--- config.mk ---
export PLATFORM = sky130hd
export DESIGN_NAME = fft_peak_detect
export DESIGN_NICKNAME = d
export VERILOG_FILES = /design/src/rtl/fft_pkg.sv /design/src/rtl/fft_mag_sq.sv /design/src/rtl/fft_peak_detect.sv
export SDC_FILE = /design/constraint.sdc
export NUM_CORES = 2
export LEC_CHECK = 0
export ABC_CLOCK_PERIOD_IN_PS = 7900
export CAP_MARGIN = 5
export CORE_MARGIN = 2
export CORE_UTILIZATION = 40
export CTS_BUF_LIST = sky130_fd_sc_hd__clkbuf_4
export DETAILED_ROUTE_END_ITERATION = 6
export PLACE_DENSITY_LB_ADDON = 0.15
export SKIP_CTS_REPAIR_TIMING = 1
export SYNTH_ARGS = -nofsm -noshare
export SYNTH_HDL_FRONTEND = slang
export SYNTH_SLANG_ARGS = --single-unit
--- constraint.sdc ---
create_clock -name clk -period 7.9 [get_ports clk]
set_input_delay 1.185 -clock clk [delete_from_list [all_inputs] [get_ports clk]]
set_output_delay 1.185 -clock clk [all_outputs]
set_load 0.02 [all_outputs]
--- src/rtl/fft_pkg.sv ---
// Shared types and defaults for the FFT peak-detect stage.
package fft_pkg;

  localparam int FFT_WIDTH = 16;
  localparam int FFT_N_2   = 5;
  localparam int FFT_HALF  = 1;

  typedef enum logic [1:0] {
    IDLE   = 2'd0,
    SCAN   = 2'd1,
    DRAIN  = 2'd2,
    REPORT = 2'd3
  } fft_peak_state_t;

  typedef logic [2*FFT_WIDTH-1:0] fft_mag_t;

endpackage

--- src/rtl/fft_mag_sq.sv ---
// Two-stage pipelined re^2 + im^2 with valid bit and bin tag carried alongside.
module fft_mag_sq #(
  parameter int width = 16,
  parameter int N_2   = 5
) (
  input  logic               clk,
  input  logic               reset,
  input  logic               i_valid,
  input  logic [2*width-1:0] i_data,
  input  logic [N_2-1:0]     i_bin,
  output logic               o_valid,
  output logic [2*width-1:0] o_mag,
  output logic [N_2-1:0]     o_bin
);

  logic signed [2*width-1:0] w_re_ext;
  logic signed [2*width-1:0] w_im_ext;
  logic        [2*width-1:0] r_re_sq;
  logic        [2*width-1:0] r_im_sq;
  logic                      r_s1_valid;
  logic        [N_2-1:0]     r_s1_bin;

  // Squares never exceed 2^(2w-2), so the low 2w bits of the product are exact.
  assign w_re_ext = {{width{i_data[2*width-1]}}, i_data[2*width-1:width]};
  assign w_im_ext = {{width{i_data[width-1]}}, i_data[width-1:0]};

  always_ff @(posedge clk or posedge reset) begin
    if (reset) begin
      r_s1_valid <= 1'b0;
      r_s1_bin   <= '0;
      r_re_sq    <= '0;
      r_im_sq    <= '0;
    end else begin
      r_s1_valid <= i_valid;
      if (i_valid) begin
        r_s1_bin <= i_bin;
        r_re_sq  <= w_re_ext * w_re_ext;
        r_im_sq  <= w_im_ext * w_im_ext;
      end
    end
  end

  always_ff @(posedge clk or posedge reset) begin
    if (reset) begin
      o_valid <= 1'b0;
      o_bin   <= '0;
      o_mag   <= '0;
    end else begin
      o_valid <= r_s1_valid;
      if (r_s1_valid) begin
        o_bin <= r_s1_bin;
        o_mag <= r_re_sq + r_im_sq;
      end
    end
  end

endmodule

--- src/rtl/fft_peak_detect.sv ---
// Magnitude stream and per-frame peak search over FFT result bins.
// state | meaning: IDLE wait start; SCAN accept bins; DRAIN flush pipe; REPORT pulse result
module fft_peak_detect
  import fft_pkg::*;
#(
  parameter int width = FFT_WIDTH,
  parameter int N_2   = FFT_N_2,
  parameter int HALF  = FFT_HALF
) (
  input  logic               clk,
  input  logic               reset,
  input  logic               start,
  input  logic               in_valid,
  input  logic [2*width-1:0] in_data,
  output logic               busy,
  output logic               mag_valid,
  output logic [2*width-1:0] mag,
  output logic [N_2-1:0]     mag_bin,
  output logic               peak_valid,
  output logic [N_2-1:0]     peak_bin,
  output logic [2*width-1:0] peak_mag
);

  fft_peak_state_t r_state;
  fft_peak_state_t w_state_nxt;

  logic [N_2-1:0]     r_bin_cnt;
  logic [1:0]         r_drain_cnt;
  logic [2*width-1:0] r_max_mag;
  logic [N_2-1:0]     r_max_bin;
  logic [2*width-1:0] r_peak_mag;
  logic [N_2-1:0]     r_peak_bin;

  logic w_start_acc;
  logic w_accept;
  logic w_last;
  logic w_in_range;
  logic w_report_ld;

  assign w_start_acc = (r_state == IDLE) && start;
  assign w_accept    = (r_state == SCAN) && in_valid;
  assign w_last      = w_accept && (&r_bin_cnt);
  assign w_in_range  = (HALF == 0) || (mag_bin[N_2-1] == 1'b0);
  assign w_report_ld = (r_state == DRAIN) && (w_state_nxt == REPORT);

  fft_mag_sq #(
    .width (width),
    .N_2   (N_2)
  ) u_mag_sq (
    .clk     (clk),
    .reset   (reset),
    .i_valid (w_accept),
    .i_data  (in_data),
    .i_bin   (r_bin_cnt),
    .o_valid (mag_valid),
    .o_mag   (mag),
    .o_bin   (mag_bin)
  );

  always_ff @(posedge clk or posedge reset) begin
    if (reset) r_state <= IDLE;
    else       r_state <= w_state_nxt;
  end

  always_comb begin
    w_state_nxt = r_state;
    case (r_state)
      IDLE:    if (start) w_state_nxt = SCAN;
      SCAN:    if (w_last) w_state_nxt = DRAIN;
      DRAIN:   if (r_drain_cnt == 2'd0) w_state_nxt = REPORT;
      REPORT:  w_state_nxt = IDLE;
      default: w_state_nxt = IDLE;
    endcase
  end

  assign busy       = (r_state == SCAN) || (r_state == DRAIN);
  assign peak_valid = (r_state == REPORT);
  assign peak_bin   = r_peak_bin;
  assign peak_mag   = r_peak_mag;

  // Drain timer spans the two pipeline stages plus the running-max update.
  always_ff @(posedge clk or posedge reset) begin
    if (reset) begin
      r_bin_cnt   <= '0;
      r_drain_cnt <= '0;
    end else begin
      if (w_start_acc)   r_bin_cnt <= '0;
      else if (w_accept) r_bin_cnt <= r_bin_cnt + 1'b1;

      if (w_last)                                        r_drain_cnt <= 2'd2;
      else if ((r_state == DRAIN) && (r_drain_cnt != 0)) r_drain_cnt <= r_drain_cnt - 1'b1;
    end
  end

  // Strict greater-than keeps the lowest bin on ties.
  always_ff @(posedge clk or posedge reset) begin
    if (reset) begin
      r_max_mag  <= '0;
      r_max_bin  <= '0;
      r_peak_mag <= '0;
      r_peak_bin <= '0;
    end else begin
      if (w_start_acc) begin
        r_max_mag <= '0;
        r_max_bin <= '0;
      end else if (mag_valid && w_in_range && (mag > r_max_mag)) begin
        r_max_mag <= mag;
        r_max_bin <= mag_bin;
      end

      if (w_start_acc) begin
        r_peak_mag <= '0;
        r_peak_bin <= '0;
      end else if (w_report_ld) begin
        r_peak_mag <= r_max_mag;
        r_peak_bin <= r_max_bin;
      end
    end
  end

endmodule

==> qor.csv <==
metric;value;unit
die_h;264;µm
synth_seq_cells;189;
critPathLaunchType;input pin;
grtUsageMet1;24.8;%
die_area;69900;µm²
critPathMaxStageDelay;0.71;ns
synth-compound-area-share;8.26;%
grt.total_usage;18.6;%
syn_avg_cell_area;9.37;µm²
post-dp-hpwl;52100;µm
numPortBuffers;112;
critPathKind;input pin to flop;
htreeDepth;4;
gp_congestion;0.836;
root_buffer;clkbuf_4;
grt_setup_unrepaired;false;
first_iter_violations;869;
setup_viol;0;
final_cell_mix;inv_1, fa_1, nand2_1, ha_1, dfrtp_1;
slew_violations;0;
busiest_layer;met2;
met2_usage;33.5;%
cts_sinks;189;
layout_commonest_cell;inv_1;
core-area;67200;µm²
yosys_warnings;0;
initial_core_util;40.4;%
synth_area_leaders;fa_1, dfrtp_1, ha_1, inv_1, nand2_1;
cpMaxStageDelayCell;clkdlybuf4s50_1;
cts_tree;yes;
die_w;264;µm
final_hold_viol_count;0;
fillers;6556;
grt_pass1_wl;105000;µm
synth_fp_nets;3647;
status;finished, final reports clean;
numCtsBuffers;17;
fin_nets;3763;
path_clk_slew;0.16;ns
synth_top_cell_by_area;fa_1;
finClkSkew;0.0275;ns
postRouteAntennaNets;0;
slew-limit-headroom;41.9;%
path_max_fanout;9;
hold_ws;0.490;ns
max_clock_freq;138;MHz
maxCapViolCount;0;
yosys.area_share.simple;11.4;%
cts_buffer_depth;2;
synth_ff_type;dfrtp_1;
min_period;7.25;ns
synthAdderAreaFrac;46.0;%
synth.top_cell.area_share;34.6;%
grtUsageMet3;1.41;%
fin_crit_sh;91.7;%
setup_tns;0;ns
grt_pass1_vias;21300;
tightestPinTransition;0.871;ns
synth_xor_area_share;3.75;%
grt_max_degree;122;
final_cell_count_no_fill;3897;
cp_cell_sequence;clkdlybuf4s50_1 > clkinv_1 > nor2_1 > ha_1 > xor2_1 > fa_1 > fa_1 > inv_1 > fa_1 > fa_1 > fa_1 > ha_1 > nand2_1 > o21ai_0 > o41ai_1 > o21ai_0 > o2111ai_1 > a21oi_1 > a2111oi_2 > xor2_1 > o21ai_1;
synth-async-reset-ratio;100;%
num_vias;19200;
synth_edf_count;0;
drc;0;
area_growth_syn_to_layout;10.2;%
ys_seq_area_share;17.4;%
drt-wirelength-per-cell;15.7;µm
ios;113;
syn_inst;2894;
synth_top_family_by_area;adder cells;
detail_route.first_pass.iterations;5;
antenna_found_initial;1;
crit_arrival;7.71;ns
cp.required;8.37;ns
avgViaCountPerCell;4.92;
clock_latency;0.62;ns
gr-total-overflow;0;
hp-class;flop to flop;
wl;61100;µm
syn_area;27100;µm²
synthMuxAreaShare;2.56;%
place_inst;3864;
std_cell_rows;95;
critPathMostFrequentCell;fa_1;
crit_path_end_kind;flop;
ys_types;66;
drive_above_1_share;5.56;%
-- stage by stage --
stage	utilization, %	cell area [µm²]	worst slack, ns
2_1_floorplan	-	27100	0.908
3_3_place_gp	44.1	29600	0.146
3_5_place_dp	44.1	29600	0.0266
4_1_cts	44.5	29900	0.699
5_1_grt	44.5	29900	0.216
6_report	44.5	29900	0.655
-- synth_stat cells, types with 4 or more instances --
cell type,n
and2_1,79
and3_1,10
nand2_1,416
nand4_1,15
a21oi_1,109
or2_2,7
buf_2,4
a31o_2,10
nand2b_1,12
mux2_2,27
a211o_1,6
o211ai_1,5
xor2_1,40
nor3_1,13
xnor2_1,76
nor2_1,103
mux2i_1,39
o21a_1,18
o21bai_1,8
nor4_1,4
a221oi_1,6
inv_1,667
o31ai_1,6
a21o_1,56
clkbuf_1,79
nor2b_1,6
o21ai_0,72
fa_1,468
nand3_1,20
o21ai_1,9
clkinv_1,4
buf_1,6
ha_1,249
a31oi_1,7
dfrtp_1,189
-- layout make-up --
cell class,count,area [µm²],area share (%)
antenna,1,2.50,0.00838
clock buffer,18,135,0.452
clock inverter,14,151,0.507
inverter,671,2530,8.46
multi-input combinational,1945,19600,65.4
sequential,189,4730,15.8
tap,873,1090,3.66
timing repair buffer,186,1690,5.65
-- layer usage --
layer  part of all wire, %  vias to the layer above  routed length (µm)
li1                      -                     9110                   -
met1                    45                     9738               27600
met2                    51                      264               31300
met3                   2.3                       49                1370
met4                   1.3                        0                 796
met5                     0                        -                   0
-- cells by family after synthesis --
family | Yosys count
multiplexers | 66
AND/OR/NAND/NOR | 702
buffers and inverters | 760
AO/OA/AOI/OAI | 344
XOR/XNOR | 116
flip-flops | 189
adder cells (fa/ha/maj) | 717
-- registers in the layout, indices dropped and copies added, names as in the netlist --
signal and flops:
r_max_bin 5, u_mag_sq.r_s1_bin 5, r_drain_cnt 2, u_mag_sq.o_mag 32, peak_mag 32, r_bin_cnt 5, r_max_mag 32, u_mag_sq.r_im_sq 31
u_mag_sq.r_re_sq 31, r_state 2, peak_bin 5, u_mag_sq.r_s1_valid 1, u_mag_sq.o_bin 5, u_mag_sq.o_valid 1
-- worst max-delay path, delay by kind of cell --
family | cells | cell delay [ns]
and+or+nand+nor | 2 | 0.33
xor gates and xnor gates | 2 | 0.37
buffers and inverters | 3 | 1.05
adders and majority gates | 7 | 3.10
AOI/OAI and AO/OA | 7 | 1.69
-- path summary, 6_finish.rpt --
kind / from / to / slack, ns / depth (start not counted)
max in group asynchronous: reset / r_max_mag[27] / 5.43 / 3
min in group asynchronous: reset / peak_mag[8] / 1.12 / 2
hold / removal: u_mag_sq.r_s1_bin[0] / u_mag_sq.r_s1_bin[0] / 0.49 / 2
hold reg to reg: u_mag_sq.r_s1_bin[0] / u_mag_sq.r_s1_bin[0] / 0.49 / 2
setup reg to reg: u_mag_sq.o_mag[17] / r_max_mag[30] / 4.40 / 11
setup / recovery: in_data[19] / u_mag_sq.r_re_sq[28] / 0.65 / 21
Power is not shown: default switching activity piles up to over one toggle a cycle in this logic, so the estimate is an artifact.
